--- config.mk ---
export PLATFORM = sky130hd
export DESIGN_NAME = rv32m_muldiv_unit_flat
export DESIGN_NICKNAME = d
export VERILOG_FILES = /design/src/rtl/rv32m_muldiv_unit_if.sv /design/src/rtl/rv32m_muldiv_unit.sv /design/src/flat_wrapper.sv
export SDC_FILE = /design/constraint.sdc
export NUM_CORES = 1
export LEC_CHECK = 0
export ABC_AREA = 1
export CAP_MARGIN = 30
export CORE_UTILIZATION = 30
export DETAILED_ROUTE_END_ITERATION = 8
export SLEW_MARGIN = 30
export SYNTH_ARGS = -nofsm -noshare
export SYNTH_HDL_FRONTEND = slang
export SYNTH_SLANG_ARGS = --single-unit
export TNS_END_PERCENT = 100
--- constraint.sdc ---
create_clock -name clk -period 2.4 [get_ports clk]
set_input_delay 0.72 -clock clk [delete_from_list [all_inputs] [get_ports clk]]
set_output_delay 0.72 -clock clk [all_outputs]
set_load 0.03 [all_outputs]
--- src/rtl/rv32m_muldiv_unit_if.sv ---
// Request/response bundle between the pipeline controller and the RV32M multiply/divide unit.
interface rv32m_muldiv_unit_if #(
    parameter int unsigned XLEN = 32
);
    logic            start;
    logic [2:0]      funct3;
    logic [XLEN-1:0] rs1_data;
    logic [XLEN-1:0] rs2_data;
    logic            busy;
    logic            done;
    logic [XLEN-1:0] result;

    modport master (
        output start, funct3, rs1_data, rs2_data,
        input  busy, done, result
    );

    modport slave (
        input  start, funct3, rs1_data, rs2_data,
        output busy, done, result
    );
endinterface

--- src/rtl/rv32m_muldiv_unit.sv ---
// Iterative RV32M unit: radix-2 shift-add multiply and restoring divide, one bit per cycle.
// Macro MULDIV_DIV_EN builds the divide datapath; without it divide ops return 0 after 2 cycles.
module rv32m_muldiv_unit #(
    parameter int unsigned XLEN = 32
) (
    input  logic               clk,
    input  logic               rst,
    rv32m_muldiv_unit_if.slave bus
);
    localparam int unsigned     PW        = 2 * XLEN;
    localparam int unsigned     CNTW      = 6;
    localparam logic [CNTW-1:0] LAST_ITER = CNTW'(XLEN - 1);
`ifdef MULDIV_DIV_EN
    localparam logic [XLEN-1:0] MIN_INT   = {1'b1, {(XLEN-1){1'b0}}};
    localparam logic [XLEN-1:0] ALL_ONES  = {XLEN{1'b1}};
`endif

    typedef enum logic [1:0] {
        IDLE,
        CALC,
        FIX
    } state_e;

    state_e          state_q;
    logic [CNTW-1:0] cnt_q;
    logic [2:0]      funct3_q;
    logic [XLEN-1:0] opd_q;
    logic [PW-1:0]   prod_q;
    logic            neg_q;
    logic            busy_q;
    logic            done_q;
    logic [XLEN-1:0] result_q;

    logic            a_signed;
    logic            b_signed;
    logic            a_neg;
    logic            b_neg;
    logic [XLEN-1:0] a_mag;
    logic [XLEN-1:0] b_mag;
    logic            special;
    logic [XLEN-1:0] opd_d;
    logic [PW-1:0]   prod_ld;
    logic            neg_d;
    logic [XLEN:0]   mul_sum;
    logic [PW-1:0]   prod_d;
    logic [PW-1:0]   prod_fix;
    logic [XLEN-1:0] result_d;
`ifdef MULDIV_DIV_EN
    logic [XLEN:0]   div_shift;
    logic [XLEN+1:0] div_trial;
`endif

    // Operand decode: signedness, magnitudes and the load image for an accepted request
    always_comb begin
        a_signed = 1'b0;
        b_signed = 1'b0;
        case (bus.funct3)
            3'b000, 3'b001, 3'b100, 3'b110: begin
                a_signed = 1'b1;
                b_signed = 1'b1;
            end
            3'b010:  a_signed = 1'b1;
            default: ;
        endcase

        a_neg   = a_signed & bus.rs1_data[XLEN-1];
        b_neg   = b_signed & bus.rs2_data[XLEN-1];
        a_mag   = a_neg ? -bus.rs1_data : bus.rs1_data;
        b_mag   = b_neg ? -bus.rs2_data : bus.rs2_data;

        // Multiply keeps the multiplier in the low half; divide keeps the dividend there
        opd_d   = bus.funct3[2] ? b_mag : a_mag;
        prod_ld = {{XLEN{1'b0}}, (bus.funct3[2] ? a_mag : b_mag)};
        neg_d   = (bus.funct3[2] && bus.funct3[1]) ? a_neg : (a_neg ^ b_neg);
        special = 1'b0;

`ifdef MULDIV_DIV_EN
        // Special results are preloaded so FIX picks them from the right half unchanged
        if (bus.funct3[2]) begin
            if (bus.rs2_data == '0) begin
                special = 1'b1;
                prod_ld = {bus.rs1_data, ALL_ONES};
                neg_d   = 1'b0;
            end else if (!bus.funct3[0] && bus.rs1_data == MIN_INT && bus.rs2_data == ALL_ONES) begin
                special = 1'b1;
                prod_ld = {{XLEN{1'b0}}, MIN_INT};
                neg_d   = 1'b0;
            end
        end
`else
        if (bus.funct3[2]) begin
            special = 1'b1;
            prod_ld = '0;
            neg_d   = 1'b0;
        end
`endif
    end

    // One iteration: high half accumulates (multiply) or holds the partial remainder (divide)
    always_comb begin
        mul_sum = {1'b0, prod_q[PW-1:XLEN]} + (prod_q[0] ? {1'b0, opd_q} : '0);
        prod_d  = {mul_sum, prod_q[XLEN-1:1]};
`ifdef MULDIV_DIV_EN
        div_shift = {prod_q[PW-1:XLEN], prod_q[XLEN-1]};
        div_trial = {1'b0, div_shift} - {2'b00, opd_q};
        if (funct3_q[2]) begin
            if (div_trial[XLEN+1]) begin
                prod_d = {div_shift[XLEN-1:0], prod_q[XLEN-2:0], 1'b0};
            end else begin
                prod_d = {XLEN'(div_trial), prod_q[XLEN-2:0], 1'b1};
            end
        end
`endif
    end

    // Sign fix-up and word select; the low half of the negated 64-bit value is the negated quotient
    always_comb begin
        prod_fix = neg_q ? -prod_q : prod_q;
        case (funct3_q)
            3'b000, 3'b100, 3'b101: result_d = prod_fix[XLEN-1:0];
            3'b001, 3'b010, 3'b011: result_d = prod_fix[PW-1:XLEN];
            default:                result_d = neg_q ? -prod_q[PW-1:XLEN] : prod_q[PW-1:XLEN];
        endcase
    end

    always_ff @(posedge clk) begin
        if (rst) begin
            state_q  <= IDLE;
            cnt_q    <= '0;
            funct3_q <= '0;
            opd_q    <= '0;
            prod_q   <= '0;
            neg_q    <= 1'b0;
            busy_q   <= 1'b0;
            done_q   <= 1'b0;
            result_q <= '0;
        end else begin
            done_q <= 1'b0;
            case (state_q)
                IDLE: begin
                    if (bus.start) begin
                        funct3_q <= bus.funct3;
                        opd_q    <= opd_d;
                        prod_q   <= prod_ld;
                        neg_q    <= neg_d;
                        cnt_q    <= '0;
                        busy_q   <= 1'b1;
                        state_q  <= special ? FIX : CALC;
                    end
                end
                CALC: begin
                    prod_q <= prod_d;
                    cnt_q  <= cnt_q + CNTW'(1);
                    if (cnt_q == LAST_ITER) begin
                        state_q <= FIX;
                    end
                end
                FIX: begin
                    result_q <= result_d;
                    done_q   <= 1'b1;
                    busy_q   <= 1'b0;
                    state_q  <= IDLE;
                end
                default: state_q <= IDLE;
            endcase
        end
    end

    assign bus.busy   = busy_q;
    assign bus.done   = done_q;
    assign bus.result = result_q;
endmodule

--- src/flat_wrapper.sv ---
// flat-port wrapper written by rule: the top's interface ports become plain ports
module rv32m_muldiv_unit_flat 
#(
    parameter int unsigned XLEN = 32
)
  (clk, rst, bus_start, bus_funct3, bus_rs1_data, bus_rs2_data, bus_busy, bus_done, bus_result);
  rv32m_muldiv_unit_if #(.XLEN(XLEN)) bus_i ();
  input  logic clk;
  input  logic rst;
  input wire logic [$bits(bus_i.start)-1:0] bus_start;
  input wire logic [$bits(bus_i.funct3)-1:0] bus_funct3;
  input wire logic [$bits(bus_i.rs1_data)-1:0] bus_rs1_data;
  input wire logic [$bits(bus_i.rs2_data)-1:0] bus_rs2_data;
  output wire logic [$bits(bus_i.busy)-1:0] bus_busy;
  output wire logic [$bits(bus_i.done)-1:0] bus_done;
  output wire logic [$bits(bus_i.result)-1:0] bus_result;
  assign bus_i.start = bus_start;
  assign bus_i.funct3 = bus_funct3;
  assign bus_i.rs1_data = bus_rs1_data;
  assign bus_i.rs2_data = bus_rs2_data;
  assign bus_busy = bus_i.busy;
  assign bus_done = bus_i.done;
  assign bus_result = bus_i.result;
  rv32m_muldiv_unit #(.XLEN(XLEN)) u_core (.clk(clk), .rst(rst), .bus(bus_i));
endmodule
==> results of run 1 <==
[layout make-up]
class	count	area [um^2]	area share (%)
Sequential cell	142	2850	16.4
Inverter	294	1100	6.38
Clock inverter	13	141	0.816
Timing Repair Buffer	343	3000	17.3
Tap cell	585	732	4.23
Clock buffer	19	433	2.50
Multi-Input combinational cell	1907	9060	52.3
[registers in the layout, summed over array words and instances (netlist names)]
| name | cells |
|---|---|
| u_core.cnt_q | 6 |
| u_core.prod_q | 64 |
| u_core.neg_q | 1 |
| u_core.opd_q | 32 |
| u_core.funct3_q | 3 |
| u_core.bus.done | 1 |
| u_core.bus.busy | 1 |
| u_core.state_q | 2 |
| u_core.bus.result | 32 |
[synth_stat cells (all sizes together)]
library cell  number
nor2             366
a21boi             2
a31oi             28
nand2            771
nand3b            14
o21a               3
clkbuf            49
a221oi             3
or2               13
a21o               7
xnor2              5
a211oi             3
nor4               1
nand4             34
a22oi             17
and2               1
o21ai            113
nand3            257
xor2              24
nor3b              1
o211ai             7
buf               31
o21bai             7
inv              292
ha                37
a21oi            164
fa                 1
nor3              28
dfxtp            142
clkinv             2
[stage by stage]
step,std cells,TNS (ns)
6_report,3303,0
5_1_grt,3303,-0.108
4_1_cts,3302,0
3_3_place_gp,3270,-10.27
3_5_place_dp,3270,-11.78
2_1_floorplan,2423,0
[where the power goes]
group          leakage [uW]  switching (uW)  internal [uW]
clock              0.000274            1160           1530
sequential          0.00116             135           2500
combinational       0.00723            1500            938
[how the worst min path moves through the flow]
stage | from | end | slack (ns) | cells past startpoint
global route | u_core.bus.result[24]$_SDFFE_PP0P_ | u_core.bus.result[24]$_SDFFE_PP0P_ | 0.50 | 2
floorplan | u_core.cnt_q[5]$_SDFFE_PP0P_ | u_core.cnt_q[5]$_SDFFE_PP0P_ | 0.43 | 1
CTS | u_core.bus.result[0]$_SDFFE_PP0P_ | u_core.bus.result[0]$_SDFFE_PP0P_ | 0.47 | 2
global placement | u_core.cnt_q[5]$_SDFFE_PP0P_ | u_core.cnt_q[5]$_SDFFE_PP0P_ | 0.45 | 1
detailed placement | u_core.bus.result[0]$_SDFFE_PP0P_ | u_core.bus.result[0]$_SDFFE_PP0P_ | 0.46 | 2
finish | u_core.bus.result[0]$_SDFFE_PP0P_ | u_core.bus.result[0]$_SDFFE_PP0P_ | 0.47 | 2
[kinds of logic after synthesis]
| logic type | Yosys count | synth area share, % |
|---|---|---|
| DFF | 142 | 21.6 |
| adders and majority gates | 38 | 3.68 |
| buffers and inverters | 374 | 11.0 |
| and+or+nand+nor | 1486 | 46.9 |
| xor gates and xnor gates | 29 | 1.93 |
| AOI/OAI and AO/OA | 354 | 14.9 |
[repair_timing]
action,4_1_cts,5_1_grt
gates resized for setup,3,56
setup endpoints to repair,3,40
buffers inserted,0,1
pin swaps,0,1
[metal layers]
layer / vias up / GRT usage, %
met5: - / 0
met4: 0 / 8.65
met3: 79 / 3.81
met2: 611 / 40.0
met1: 7589 / 33.7
li1: 8378 / -
==> qor.csv, run 1 <==
metric;value;unit
Syn Nets;2531;
leading cell type in the layout, fill and taps excluded;nand2_1;
delay-heaviest family, CP;buffers and inverters;
Setup WS post-layout;0.0595;ns
vias per cell;5.04;
synth unique cells;44;
routed wl met3;3840;um
crit share post-route;97.5;%
Worst path max stage delay;0.72;ns
via count of the first global-routing pass;15400;
slowest stage cell, crit path;clkdlybuf4s50_1;
cell area after layout;17300;um^2
Core Footprint;43200;um^2
Fmax;0.427;GHz
outcome;completed;
CP endpoint kind;primary output;
Buf/Inv on CP;1;
clock sink total;142;
top cells by area, synth;nand2_1 22%, dfxtp_1 22%, nor2_1 10%, nand3_1 9.8%, inv_1 8.2%;
fill count;4852;
CTS tree;yes;
DR iter-0 viols;1471;
max-cap viol count;0;
final hold violations;0;
Top Metal Used;met4;
GRT Resource Usage Total;24.9;%
Least-Margin Pin Slew;0.678;ns
peak supply drop;0.000487;V
first-pass GRT wire length;85700;um
first-pass detailed-route iteration total;5;
Util after Layout;40.1;%
Worst Path Arrival;1.62;ns
CP Max Fanout;2;
Die Wd;211;um
WP depth;1;
FF-to-FF Start;u_core.prod_q[0]$_SDFFE_PP0P_;
startpoint types;flop;
Port Buffer Count;103;
Residual DRC;0;
final RePlAce weighted congestion;1.01;
Root Buffer;clkbuf_16;
routed wire length per instance;16.8;um
crit path kind;flop to primary output;
max_slew headroom;54.3;%
clock tree buffer depth;2;
FP Rows;76;
Slew Limit Fails;0;
Finish-stage setup viols;0;
leakage;0.00867;uW
Clk Latency, worst-skew pair;0.46;ns
share of cells above drive strength 1;13.1;%
diode count;0;
largest net degree at the start of global routing;122;
clk slew on worst S/H paths;0.06;ns
Ports;104;
RR Endpoint;u_core.prod_q[57]$_SDFFE_PP0P_;
#FFs+latches synth;142;
total chip power;7760;uW
pre-CTS WS;-0.415;ns
critical path launch point;u_core.bus.busy$_SDFFE_PP0P_;
post-place instance area;16500;um^2
effective utilization at floorplan;30.4;%
post-layout min period;2.34;ns
Crit path required time;1.68;ns
critical path cell sequence;clkdlybuf4s50_1;
Vias;16700;
Setup Skew;0.0125;ns
fin nets;2813;
Synth warnings;0;
Cell Area, Synth;13100;um^2
met1 wire length;25300;um
CTS H-tree lvls;4;
Met2 Wirelength;24600;um
largest area contributor in the netlist;nand2_1;
GR Overflow Total;0;
CTS Hold Bufs;0;
Syn Area/Cell;5.42;um^2
area delta synth->final;31.9;%
final WL;55400;um
Routed Antenna Nets;0;
most frequent cells in the layout;762 x nand2_1, 339 x nor2_1, 288 x inv_1;
R2R Setup Slk;0.11;ns
cts bufs inserted;17;
DP HPWL;45200;um
chip height;211;um
Worst Reg-to-Reg Cells;13;
Die ar.;44600;um^2
Syn Inst Count;2423;
unrepaired setup endpoints after global routing;true;
Critical Path Sink;bus_busy;
P per Cell Area;448;nW/um^2
Min Hold Slack;0.466;ns
initial antenna violation count;0;
Synth top area share;22.0;%
worst hold path class;flop to flop;
sequential-to-total area share from yosys stat;21.6;%
Power figures use the tool's default switching activity.
==> run 2, diff against run 1 <==
--- a/config.mk
+++ b/config.mk
@@ -8,6 +8,7 @@
 export ABC_AREA = 1
 export CAP_MARGIN = 30
 export CORE_UTILIZATION = 30
+export CTS_CLUSTER_SIZE = 20
 export DETAILED_ROUTE_END_ITERATION = 8
 export SLEW_MARGIN = 30
 export SYNTH_ARGS = -nofsm -noshare
==> results of run 2 <==
Final layout, timing and power as in run 1 (identical DEF).
==> run 3, diff against run 2 <==
--- a/config.mk
+++ b/config.mk
@@ -7,7 +7,8 @@
 export LEC_CHECK = 0
 export ABC_AREA = 1
 export CAP_MARGIN = 30
-export CORE_UTILIZATION = 30
+export CORE_MARGIN = 4
+export CORE_UTILIZATION = 45
 export CTS_CLUSTER_SIZE = 20
 export DETAILED_ROUTE_END_ITERATION = 8
 export SLEW_MARGIN = 30
==> constraint.sdc (replaced) <==
create_clock -name clk -period 2.85 [get_ports clk]
set_input_delay 0.855 -clock clk [delete_from_list [all_inputs] [get_ports clk]]
set_output_delay 0.855 -clock clk [all_outputs]
set_load 0.03 [all_outputs]
==> run 3 against run 2 <==
  * Critical path depth rose by 15
  * Highest routed layer unchanged
  * Final area decreased by 9.5%
  * First-iteration DRC count rose by 11%
  * Clock-buffer cell count down 2
  * Worst setup slack better by 0.23 ns
  * Routed wire length shrank 6.8%
==> qor.csv, run 3 (synthesis gave the netlist of run 1 again) <==
metric;value;unit
largest net degree at the start of global routing;122;
Biggest register;u_core.prod_q;
area of the multi-input gates;8870;um^2
clock tree buffer depth;2;
CTS H-tree lvls;4;
leading cell type in the layout, fill and taps excluded;nand2_1;
WP depth;16;
via count of the first global-routing pass;14700;
P per Cell Area;409;nW/um^2
CTS Hold Bufs;0;
vias per cell;5.46;
outcome;completed;
pre-CTS WS;-0.0842;ns
RR Endpoint;u_core.prod_q[61]$_SDFFE_PP0P_;
Finish-stage setup viols;0;
Vias;16100;
area delta synth->final;19.3;%
routed wire length per instance;17.5;um
Routed Antenna Nets;0;
chip height;179;um
FF-to-FF Start;u_core.prod_q[0]$_SDFFE_PP0P_;
origin of the worst min-delay path;u_core.bus.result[16]$_SDFFE_PP0P_;
Least-Margin Pin Slew;0.679;ns
total chip power;6420;uW
effective utilization at floorplan;45.6;%
Worst Reg-to-Reg Cells;16;
final hold violations;0;
unrepaired setup endpoints after global routing;false;
Port Buffer Count;103;
post-CTS setup repair buffer count;0;
diode count;0;
Die Wd;179;um
most frequent cells in the layout;769 x nand2_1, 356 x nor2_1, 288 x inv_1;
critical path's most frequent cell;nand2_1;
final RePlAce weighted congestion;1.00;
Ports;104;
Setup Skew;0.0159;ns
share of cells above drive strength 1;5.97;%
Crit path required time;3.16;ns
fill count;3052;
startpoint types;flop;
peak supply drop;0.000448;V
Clk Latency, worst-skew pair;0.45;ns
Worst Path Arrival;2.87;ns
post-CTS sizing;0;
Root Buffer;clkbuf_16;
max_slew headroom;54.7;%
FF+latch area;2850;um^2
post-layout min period;2.56;ns
crit path kind;flop to flop;
clk slew on worst S/H paths;0.07;ns
Util after Layout;54.4;%
final WL;51600;um
initial antenna violation count;0;
CP Max Fanout;6;
DP HPWL;41300;um
worst hold path class;flop to flop;
FP Rows;62;
Worst path max stage delay;0.41;ns
first-pass detailed-route iteration total;6;
crit share post-route;89.8;%
Setup WS post-layout;0.292;ns
GRT Resource Usage Total;32.2;%
DR iter-0 viols;1629;
GR Overflow Total;0;
Post-Layout Cell Count;2946;
Die ar.;32000;um^2
R2R Setup Slk;0.29;ns
CTS tree;yes;
fin nets;2657;
Buf/Inv on CP;3;
Residual DRC;0;
CP endpoint kind;flop;
critical path cell sequence;nand2_1 > inv_1 > ha_1 > inv_1 > fa_1 > o21ai_0 > buf_4 > nand2_1 > nand2_1 > nand2_1 > nand2_1 > nand2_1 > nand2_1 > nand2_1 > nand3_1 > a21oi_1;
Core Footprint;28800;um^2
DP Cell Count;2914;
clock sink total;142;
critical path launch point;u_core.prod_q[0]$_SDFFE_PP0P_;
max-cap viol count;0;
delay-heaviest family, CP;simple AND/OR/NAND/NOR gates;
cts bufs inserted;17;
Fmax;0.391;GHz
slowest stage cell, crit path;dfxtp_2;
first-pass GRT wire length;80400;um
Critical Path Sink;u_core.prod_q[61]$_SDFFE_PP0P_;
Min Hold Slack;0.467;ns
Largest register FFs;64;
Slew Limit Fails;0;
leakage;0.00790;uW
-- run 3: changes by cell type in the layout (fill, tap and decap cells not counted), sizes merged --
cell,before,now
clkbuf,19,17
bufinv,2,1
clkinvlp,3,1
inv,293,298
buf,241,85
-- run 3: layer usage --
metal  vias up  track usage, %  share of wire (%)
met4         0            12.8                4.3
met1      7260            43.3                 44
li1       8059               -                  -
met5         -               0                  0
met3       106            4.34                6.8
met2       649            52.1                 44
-- run 3: final cells by class --
cell class	instances	share of cell area (%)
Clock buffer	17	2.71
Clock inverter	15	1.27
Inverter	294	7.04
Multi-Input combinational cell	1907	56.6
Sequential cell	142	18.2
Tap cell	384	3.07
Timing Repair Buffer	187	11.1
-- run 3: through the flow --
stage / cell area (um^2) / setup TNS [ns]
finish: 15700 / 0
global route: 15700 / 0
CTS: 15700 / 0
detailed placement: 15000 / -0.0904
global placement: 15000 / -0.0403
floorplan: 13100 / 0
-- run 3: power breakdown --
group | total (uW) | internal [uW] | switching, uW
Combinational | 1840 | 638 | 1200
Clock | 2370 | 1270 | 1100
Sequential | 2210 | 2100 | 111
-- run 3: worst min path at each step --
stage | to | cells past startpoint
final | u_core.bus.result[16]$_SDFFE_PP0P_ | 2
after global routing | u_core.cnt_q[5]$_SDFFE_PP0P_ | 1
after CTS | u_core.bus.result[16]$_SDFFE_PP0P_ | 2
after detailed placement | u_core.cnt_q[5]$_SDFFE_PP0P_ | 1
after global placement | u_core.cnt_q[5]$_SDFFE_PP0P_ | 1
after floorplan | u_core.cnt_q[5]$_SDFFE_PP0P_ | 1
-- run 3: tightest hold or removal path: stages (launching register included) --
cell	delay, ns
dfxtp_1	0.31
nand2_1	0.06
a21oi_1	0.05
